[src/rtl/uart_pkg.sv]
// Shared UART definitions: FSM state encoding and bit-period calculation,
// used by both the receiver and its uart_tx counterpart.
package uart_pkg;

    typedef enum logic [2:0] {
        ST_IDLE   = 3'd0,
        ST_START  = 3'd1,
        ST_DATA   = 3'd2,
        ST_PARITY = 3'd3,
        ST_STOP   = 3'd4
    } uart_state_t;

    // System clocks per bit; clk_fre is in MHz.
    function automatic int calc_cycle(input int clk_fre, input int baud_rate);
        return (clk_fre * 1000000) / baud_rate;
    endfunction

endpackage

[src/rtl/uart_baud_cnt.sv]
// Bit-period counter: runs 0..CYCLE-1 while enabled, flags mid-bit and end-of-bit.
module uart_baud_cnt #(
    parameter int CYCLE = 5208
) (
    input  logic        i_clk_sys,
    input  logic        i_rst_n,
    input  logic        en,
    input  logic        clr,
    output logic [15:0] cnt,
    output logic        mid_stb,
    output logic        end_stb
);

    localparam logic [15:0] CNT_LAST = 16'(CYCLE - 1);
    localparam logic [15:0] CNT_MID  = 16'(CYCLE / 2 - 1);

    always_ff @(posedge i_clk_sys or negedge i_rst_n) begin
        if (!i_rst_n) begin
            cnt <= '0;
        end else if (clr || !en || cnt == CNT_LAST) begin
            cnt <= '0;
        end else begin
            cnt <= cnt + 16'd1;
        end
    end

    assign mid_stb = en && (cnt == CNT_MID);
    assign end_stb = en && (cnt == CNT_LAST);

endmodule

[src/rtl/uart_rx.sv]
// UART receiver with mid-bit sampling, optional parity and a valid/ready output register.
// Define UART_RX_SYNC_EN to put a 2-flop synchronizer on i_uart_rx.
module uart_rx
    import uart_pkg::*;
#(
    parameter int CLK_FRE     = 50,
    parameter int DATA_WIDTH  = 8,
    parameter int PARITY_ON   = 0,
    parameter int PARITY_TYPE = 0,
    parameter int BAUD_RATE   = 9600
) (
    input  logic                  i_clk_sys,
    input  logic                  i_rst_n,
    input  logic                  i_uart_rx,
    output logic [DATA_WIDTH-1:0] o_data_rx,
    output logic                  o_data_valid,
    input  logic                  i_data_ready,
    output logic                  o_parity_err,
    output logic                  o_frame_err,
    output logic                  o_overrun
);

    localparam int         CYCLE    = calc_cycle(CLK_FRE, BAUD_RATE);
    localparam logic [3:0] LAST_BIT = 4'(DATA_WIDTH - 1);
    localparam logic       PAR_ODD  = (PARITY_TYPE != 0);

    uart_state_t           state, state_nxt;
    logic                  rx_in, rx_q, rx_q_d1, fall;
    logic                  mid_stb, end_stb, baud_en, baud_clr;
    logic [15:0]           baud_cnt;
    logic                  shift_en, par_en, load, bit_clr;
    logic [3:0]            bit_cnt;
    logic [DATA_WIDTH-1:0] shift_q;
    logic                  par_err_q;
    logic                  baud_unused;

`ifdef UART_RX_SYNC_EN
    logic [1:0] sync_ff;
    always_ff @(posedge i_clk_sys or negedge i_rst_n) begin
        if (!i_rst_n) sync_ff <= 2'b11;
        else          sync_ff <= {sync_ff[0], i_uart_rx};
    end
    assign rx_in = sync_ff[1];
`else
    assign rx_in = i_uart_rx;
`endif

    // Idle line is high, so both taps reset to 1 to avoid a false start edge.
    always_ff @(posedge i_clk_sys or negedge i_rst_n) begin
        if (!i_rst_n) begin
            rx_q    <= 1'b1;
            rx_q_d1 <= 1'b1;
        end else begin
            rx_q    <= rx_in;
            rx_q_d1 <= rx_q;
        end
    end
    assign fall = rx_q_d1 & ~rx_q;

    assign baud_en  = (state != ST_IDLE);
    assign baud_clr = (state == ST_IDLE) && fall;

    uart_baud_cnt #(.CYCLE(CYCLE)) u_baud (
        .i_clk_sys (i_clk_sys),
        .i_rst_n   (i_rst_n),
        .en        (baud_en),
        .clr       (baud_clr),
        .cnt       (baud_cnt),
        .mid_stb   (mid_stb),
        .end_stb   (end_stb)
    );
    // Only the mid-bit strobe drives the receiver.
    assign baud_unused = ^{baud_cnt, end_stb};

    always_ff @(posedge i_clk_sys or negedge i_rst_n) begin
        if (!i_rst_n) state <= ST_IDLE;
        else          state <= state_nxt;
    end

    always_comb begin
        state_nxt = state;
        case (state)
            ST_IDLE:   if (fall) state_nxt = ST_START;
            ST_START:  if (mid_stb) state_nxt = rx_q ? ST_IDLE : ST_DATA;
            ST_DATA:   if (mid_stb && bit_cnt == LAST_BIT)
                           state_nxt = (PARITY_ON != 0) ? ST_PARITY : ST_STOP;
            ST_PARITY: if (mid_stb) state_nxt = ST_STOP;
            // Leave at mid-stop so the next start edge is never missed.
            ST_STOP:   if (mid_stb) state_nxt = ST_IDLE;
            default:   state_nxt = ST_IDLE;
        endcase
    end

    always_comb begin
        bit_clr  = (state == ST_START);
        shift_en = (state == ST_DATA)   && mid_stb;
        par_en   = (state == ST_PARITY) && mid_stb;
        load     = (state == ST_STOP)   && mid_stb;
    end

    always_ff @(posedge i_clk_sys or negedge i_rst_n) begin
        if (!i_rst_n) begin
            bit_cnt   <= '0;
            shift_q   <= '0;
            par_err_q <= 1'b0;
        end else begin
            if (bit_clr) begin
                bit_cnt <= '0;
            end else if (shift_en) begin
                bit_cnt <= bit_cnt + 4'd1;
            end
            // LSB arrives first: insert at MSB and shift right.
            if (shift_en) begin
                shift_q <= (shift_q >> 1) | (DATA_WIDTH'(rx_q) << (DATA_WIDTH - 1));
            end
            if (par_en) begin
                par_err_q <= (PARITY_ON != 0) && ((^shift_q) ^ rx_q ^ PAR_ODD);
            end
        end
    end

    // A full holding register drops the new word unless the consumer frees it this cycle.
    always_ff @(posedge i_clk_sys or negedge i_rst_n) begin
        if (!i_rst_n) begin
            o_data_rx    <= '0;
            o_data_valid <= 1'b0;
            o_parity_err <= 1'b0;
            o_frame_err  <= 1'b0;
            o_overrun    <= 1'b0;
        end else begin
            o_overrun <= load && o_data_valid && !i_data_ready;
            if (load && (!o_data_valid || i_data_ready)) begin
                o_data_rx    <= shift_q;
                o_data_valid <= 1'b1;
                o_parity_err <= par_err_q;
                o_frame_err  <= ~rx_q;
            end else if (o_data_valid && i_data_ready) begin
                o_data_valid <= 1'b0;
            end
        end
    end

endmodule
[config.mk]
export PLATFORM = sky130hd
export DESIGN_NAME = uart_rx
export DESIGN_NICKNAME = d
export VERILOG_FILES = /design/src/rtl/uart_pkg.sv /design/src/rtl/uart_baud_cnt.sv /design/src/rtl/uart_rx.sv
export SDC_FILE = /design/constraint.sdc
export NUM_CORES = 1
export LEC_CHECK = 0
export CORE_MARGIN = 10
export CORE_UTILIZATION = 29
export DETAILED_ROUTE_END_ITERATION = 10
export PLACE_DENSITY = 0.41
export SLEW_MARGIN = 0
export SYNTH_ARGS = -nofsm -noshare
export SYNTH_HDL_FRONTEND = slang
export SYNTH_SLANG_ARGS = --single-unit
[constraint.sdc]
create_clock -name i_clk_sys -period 3 [get_ports i_clk_sys]
set_clock_uncertainty 0.05 [all_clocks]
set_input_delay 0.6 -clock i_clk_sys [delete_from_list [all_inputs] [get_ports i_clk_sys]]
set_output_delay 0.6 -clock i_clk_sys [all_outputs]
set_load 0.05 [all_outputs]
# Word level (Yosys, flattened, before mapping)
# Cells that the tools add are included.
# op_classes
add_sub_neg,2
n_mul,0
div_mod_pow,0
magnitude_cmp,0
eq_ne,12
n_shift,0
muxes,12
n_bitwise,3
reduce_logical,20
# ops
operator,count
adder 16 x 1 -> 16 bit (second input constant),1
equality test 16 x 12 -> 1 bit (second input constant),1
equality test 16 x 13 -> 1 bit (second input constant),1
2-to-1 mux 16 bit,1
2-to-1 mux 3 bit,5
one-hot mux 3 bit (5 select lines),1
!= test 2 bit (second input constant),5
logical AND 1 bit,9
2-to-1 mux 4 bit,2
OR 7 x 8 -> 8 bit,1
equality test 3 x 2 -> 1 bit (second input constant),2
AND reduction 5 bit,1
adder 4 x 1 -> 4 bit (second input constant),1
equality test 4 x 3 -> 1 bit (second input constant),1
nonzero test 2 bit,2
equality test 3 x 1 -> 1 bit (second input constant),1
equality test 3 bit (second input constant),1
zero test 1 bit,3
zero test 3 bit,1
logical OR 1 bit,3
nonzero test 3 bit,1
2-to-1 mux 1 bit,2
2-to-1 mux 2 bit,1
bitwise AND 1 bit,1
NOT 1 bit,1
# word_totals
register_bits,44
latchBits,0
ram_bits,0
romBits,0
out_inout_bits,12
word_cells,59
n_memories,0

# Depth between registers and ports, before layout
# depth
depth_word,6
mapped_depth,6

# Hierarchy
# A second synthesis with hierarchy kept.
# unflattened
cells_unflattened,190
area_unflattened_um2,2140.8
# by_module_without_submodules
mod,instances,cells_each,area_per_inst_um2,seq_area_each_um2
uart_rx,1,99,1275.0,703.2
uart_baud_cnt,1,91,865.8,400.4

# Worst setup path after synthesis
# Ideal clock, no wire load.
# synth_path
path_type,reg-to-reg
from,reg u_baud.cnt[7]
to,reg o_data_rx[0]
setup_time_ps,125
arrival_ps,1915
slack_ps,910
path_stages_with_launch,5
path_buffers,0
cell_sequence,dfrtp_1 > nor4_1 > nand2_1 > nor4_4 > mux2_2
# synth_via
elab_chain_cells,4
# synth_lines
item,line_no,rtl
"start, declared",uart_baud_cnt.sv:9,"output logic [15:0] cnt,"
"start signal, assigned",uart_baud_cnt.sv:23,cnt <= cnt + 16'd1;
equality test 16 x 12 -> 1 bit,uart_baud_cnt.sv:27,assign mid_stb = en && (cnt == CNT_MID);
logical AND 1 bit,uart_baud_cnt.sv:27,
logical AND 1 bit,uart_rx.sv:98,load = (state == ST_STOP) && mid_stb;
logical AND 1 bit,uart_rx.sv:132,if (load && (!o_data_valid || i_data_ready)) begin
"end signal, assigned",uart_rx.sv:133,o_data_rx <= shift_q;
"end, declared",uart_rx.sv:15,"output logic [DATA_WIDTH-1:0] o_data_rx,"
# Every way passes these cells.
# A chain may end at the register's enable or synchronous reset.

# Worst setup path in the final report
# layout_path
from,reg u_baud.cnt[7]
to,reg o_data_rx[1]
# Same word-level chain as after synthesis.

==> summary.md <==
| Metric | Value |
|---|---|
| Syn Nets | 190 |
| Seq/Total Area, Yosys | 54.3% |
| Initial core utilization | 29.9% |
| Vias | 1394 |
| Post-DP HPWL | 2860 µm |
| Slew @ Worst Pin | 0.978 ns |
| Yosys warns | 0 |
| Critical Path RT | 3.14 ns |
| Hold_ws | 0.351 ns |
| Crit-path max FO | 9 |
| CP Launch Type | register |
| Wire length per cell | 13.3 µm |
| GRT met2 Usage | 12.2% |
| Global Route Usage Sum | 7.88% |
| Drt first pass iters | 4 |
| CTS Hold Buffers Added | 0 |
| Worst VDD drop | 208 µV |
| Distinct cells, synth | 35 |
| Pre-CTS WS | 0.481 ns |
| Final Setup Violations | 0 |
| Register area | 0.00110 mm² |
| Placed inst area | 0.00227 mm² |
| ANT cells | 0 |
| Total grt overflow | 0 |
| I/O Buffers | 14 |
| GP Congestion | 0.750 |
| Post-CTS sizing | 0 |
| Clock sinks | 44 |
| Layout cells sized above 1 | 17.3% |
| Peak Freq | 0.400 GHz |
| Slew Viols, Final | 0 |
| R2r worst-path depth | 4 |
| Asr flop ratio synth | 100% |
| Number of DRC markers in iteration 0 | 43 |
| Vias in the first global route | 1435 |
| Initial antenna violation count | 0 |
| CTS root buf | clkbuf_8 |
| Crit path kind | register to register |
| RSZ-0062 raised after global routing | no |
| Arr. time, crit path | 2.65 ns |
| Nets | 207 |
| CTS tree | built |
| Predominant post-synthesis flop cell | dfrtp_1 |
| Final Hold Vio Count | 0 |
| Die Wd | 104 µm |
| Period utilisation layout | 83.4% |
| WL final | 3970 µm |
| Worst setup EP type | register |
| Worst Setup Slack, final | 0.497 ns |
| Pwr/cell area | 550 mW/mm² |
| Yosys reg bits | 44 |
| Syn Std Cell Area | 0.00203 mm² |
| Drt drc | 0 |
| Number of CTS-inserted buffers | 5 |
| Max-slew headroom | 34.8% |
| Post-synth EDFFs | 0 |
| Met1 Usage GRT | 9.66% |
| Worst skew pair latency | 0.30 ns |
| Largest cells by area after synthesis | dfrtp_1 (52%), mux2_2 (10%), xnor2_1 (5.2%), nor2_1 (4.4%), dfstp_2 (2.6%) |
| Fin area | 0.00239 mm² |
| Met3 usage | 3.59% |
| Die Footprint | 0.0108 mm² |
| Clock transition at path regs | 0.09 ns |
| CP Depth | 4 |
| FP Rows | 30 |
| CTS max path bufs | 2 |
| Hold Crit Class | register to register |
| Status | completed |
| First-pass GRT wire length | 7090 µm |
| Largest net degree at the start of global routing | 45 |
| Most Used Layer, Global Route | met2 |
| Crit path buf inv count | 0 |
| Vias per cell | 4.68 |
| FILL cells | 690 |
| Area growth syn-to-layout | 17.7% |
| Crit-path slowest cell | nor4_4 |
| Chip height | 104 µm |
| Crit-path cells | nor4_1 > nand2_1 > nor4_4 > mux2_2 |
| Cell family with most CP delay | simple AND/OR/NAND/NOR gates |
| Sum of negative setup slack | 0 ns |
| Number of max-cap violations | 0 |
| Fin crit period | 2.50 ns |
| Biggest cell delay along the critical path | 0.71 ns |
| Synth top area share | 51.7% |
| Detail Route Antenna Nets | 0 |
| Avg Inst Size Synth | 11.0 µm² |
| Cell taking the most area after synthesis | dfrtp_1 |
| CORE AREA | 0.00679 mm² |
| Leak | 1.00 nW |
| Worst Hold Depth | 0 |
| H-tree Lvls | 2 |
| # IOs | 16 |
| Final Util | 35.2% |
| Multi-input logic area | 878 µm² |
| Cells after Synth | 184 |
| Setup Fix Bufs, Post-CTS | 0 |
==> registers in the layout, summed over array words and instances (netlist names) <==
register	flops
bit_cnt	4
rx_q	1
u_baud.cnt	16
o_frame_err	1
state	3
o_overrun	1
rx_q_d1	1
shift_q	8
o_data_valid	1
o_data_rx	8
==> path summary, 6_finish.rpt <==
check                           slack (ns)                    start                        to
worst max-delay path                  0.50  u_baud.cnt[7]$_DFF_PN0_  o_data_rx[1]$_DFFE_PN0P_
worst min-delay path                  0.35           rx_q$_DFF_PN1_         rx_q_d1$_DFF_PN1_
worst max register to register        0.50  u_baud.cnt[7]$_DFF_PN0_  o_data_rx[1]$_DFFE_PN0P_
worst min register to register        0.35           rx_q$_DFF_PN1_         rx_q_d1$_DFF_PN1_
max in group asynchronous             1.89                  i_rst_n  o_data_valid$_DFFE_PN0P_
min in group asynchronous             0.41                  i_rst_n  u_baud.cnt[13]$_DFF_PN0_
==> per-stage QoR <==
step	std cells	power [mW]
after floorplan	184	0.801
after global placement	290	0.844
after detailed placement	290	0.850
after CTS	298	1.34
after global routing	298	1.39
final	298	1.32
==> layout make-up <==
| cell class | instances | share of cell area, % |
|---|---|---|
| tap | 96 | 5.02 |
| inverter | 7 | 1.10 |
| multi-input combinational | 128 | 36.7 |
| timing repair buffer | 15 | 5.96 |
| sequential | 44 | 46.1 |
| clock inverter | 2 | 1.62 |
| clock buffer | 6 | 3.45 |
==> where the power goes <==
group / internal, mW / leakage (nW) / switching [mW]
sequential: 0.632 / 0.592 / 0.0490
combinational: 0.0580 / 0.348 / 0.0967
clock: 0.272 / 0.0614 / 0.208
==> cells in the final DEF, fill, tap and decap left out, drive strengths merged, types with 3 or more instances in the layout <==
cell / instances
nand3: 6
clkdlybuf4s50: 13
mux2: 18
nand4: 8
nor2: 24
mux2i: 3
a21oi: 4
nor2b: 3
clkbuf: 6
nor4: 8
inv: 7
nand2: 9
nand2b: 3
dfrtp: 42
nor3: 8
o31ai: 3
xnor2: 12
==> cells in the mapped netlist (all sizes together), types with 2 or more instances <==
| master | count |
|---|---|
| nand3 | 6 |
| dfstp | 2 |
| buf | 3 |
| nand2 | 9 |
| nor4 | 8 |
| a21oi | 4 |
| ha | 2 |
| nor2 | 24 |
| and2 | 2 |
| inv | 7 |
| nor2b | 3 |
| dfrtp | 42 |
| xnor2 | 12 |
| o31ai | 3 |
| nor3b | 2 |
| mux2 | 18 |
| nor3 | 8 |
| nand2b | 3 |
| a31o | 2 |
| clkbuf | 2 |
| o21ai | 2 |
| mux2i | 3 |
| or4 | 2 |
| nand4 | 8 |
==> layer usage <==
metal,up-vias,wire length (µm)
met2,26,1890
li1,682,-
met3,5,269
met5,-,0
met1,681,1770
met4,0,35
==> cell families (layout without fill, tap and decap cells) <==
logic type | Yosys count | after routing | share of synthesized area, %
and+or+nand+nor | 80 | 80 | 21.3
DFF | 44 | 44 | 54.3
muxes | 21 | 21 | 11.5
xor gates and xnor gates | 13 | 13 | 5.60
buffers and inverters | 12 | 30 | 2.46
AOI/OAI and AO/OA | 11 | 11 | 3.45
adders and majority gates | 2 | 2 | 1.23
other | 1 | 1 | 0.185
Power figures use the tool's default switching activity.
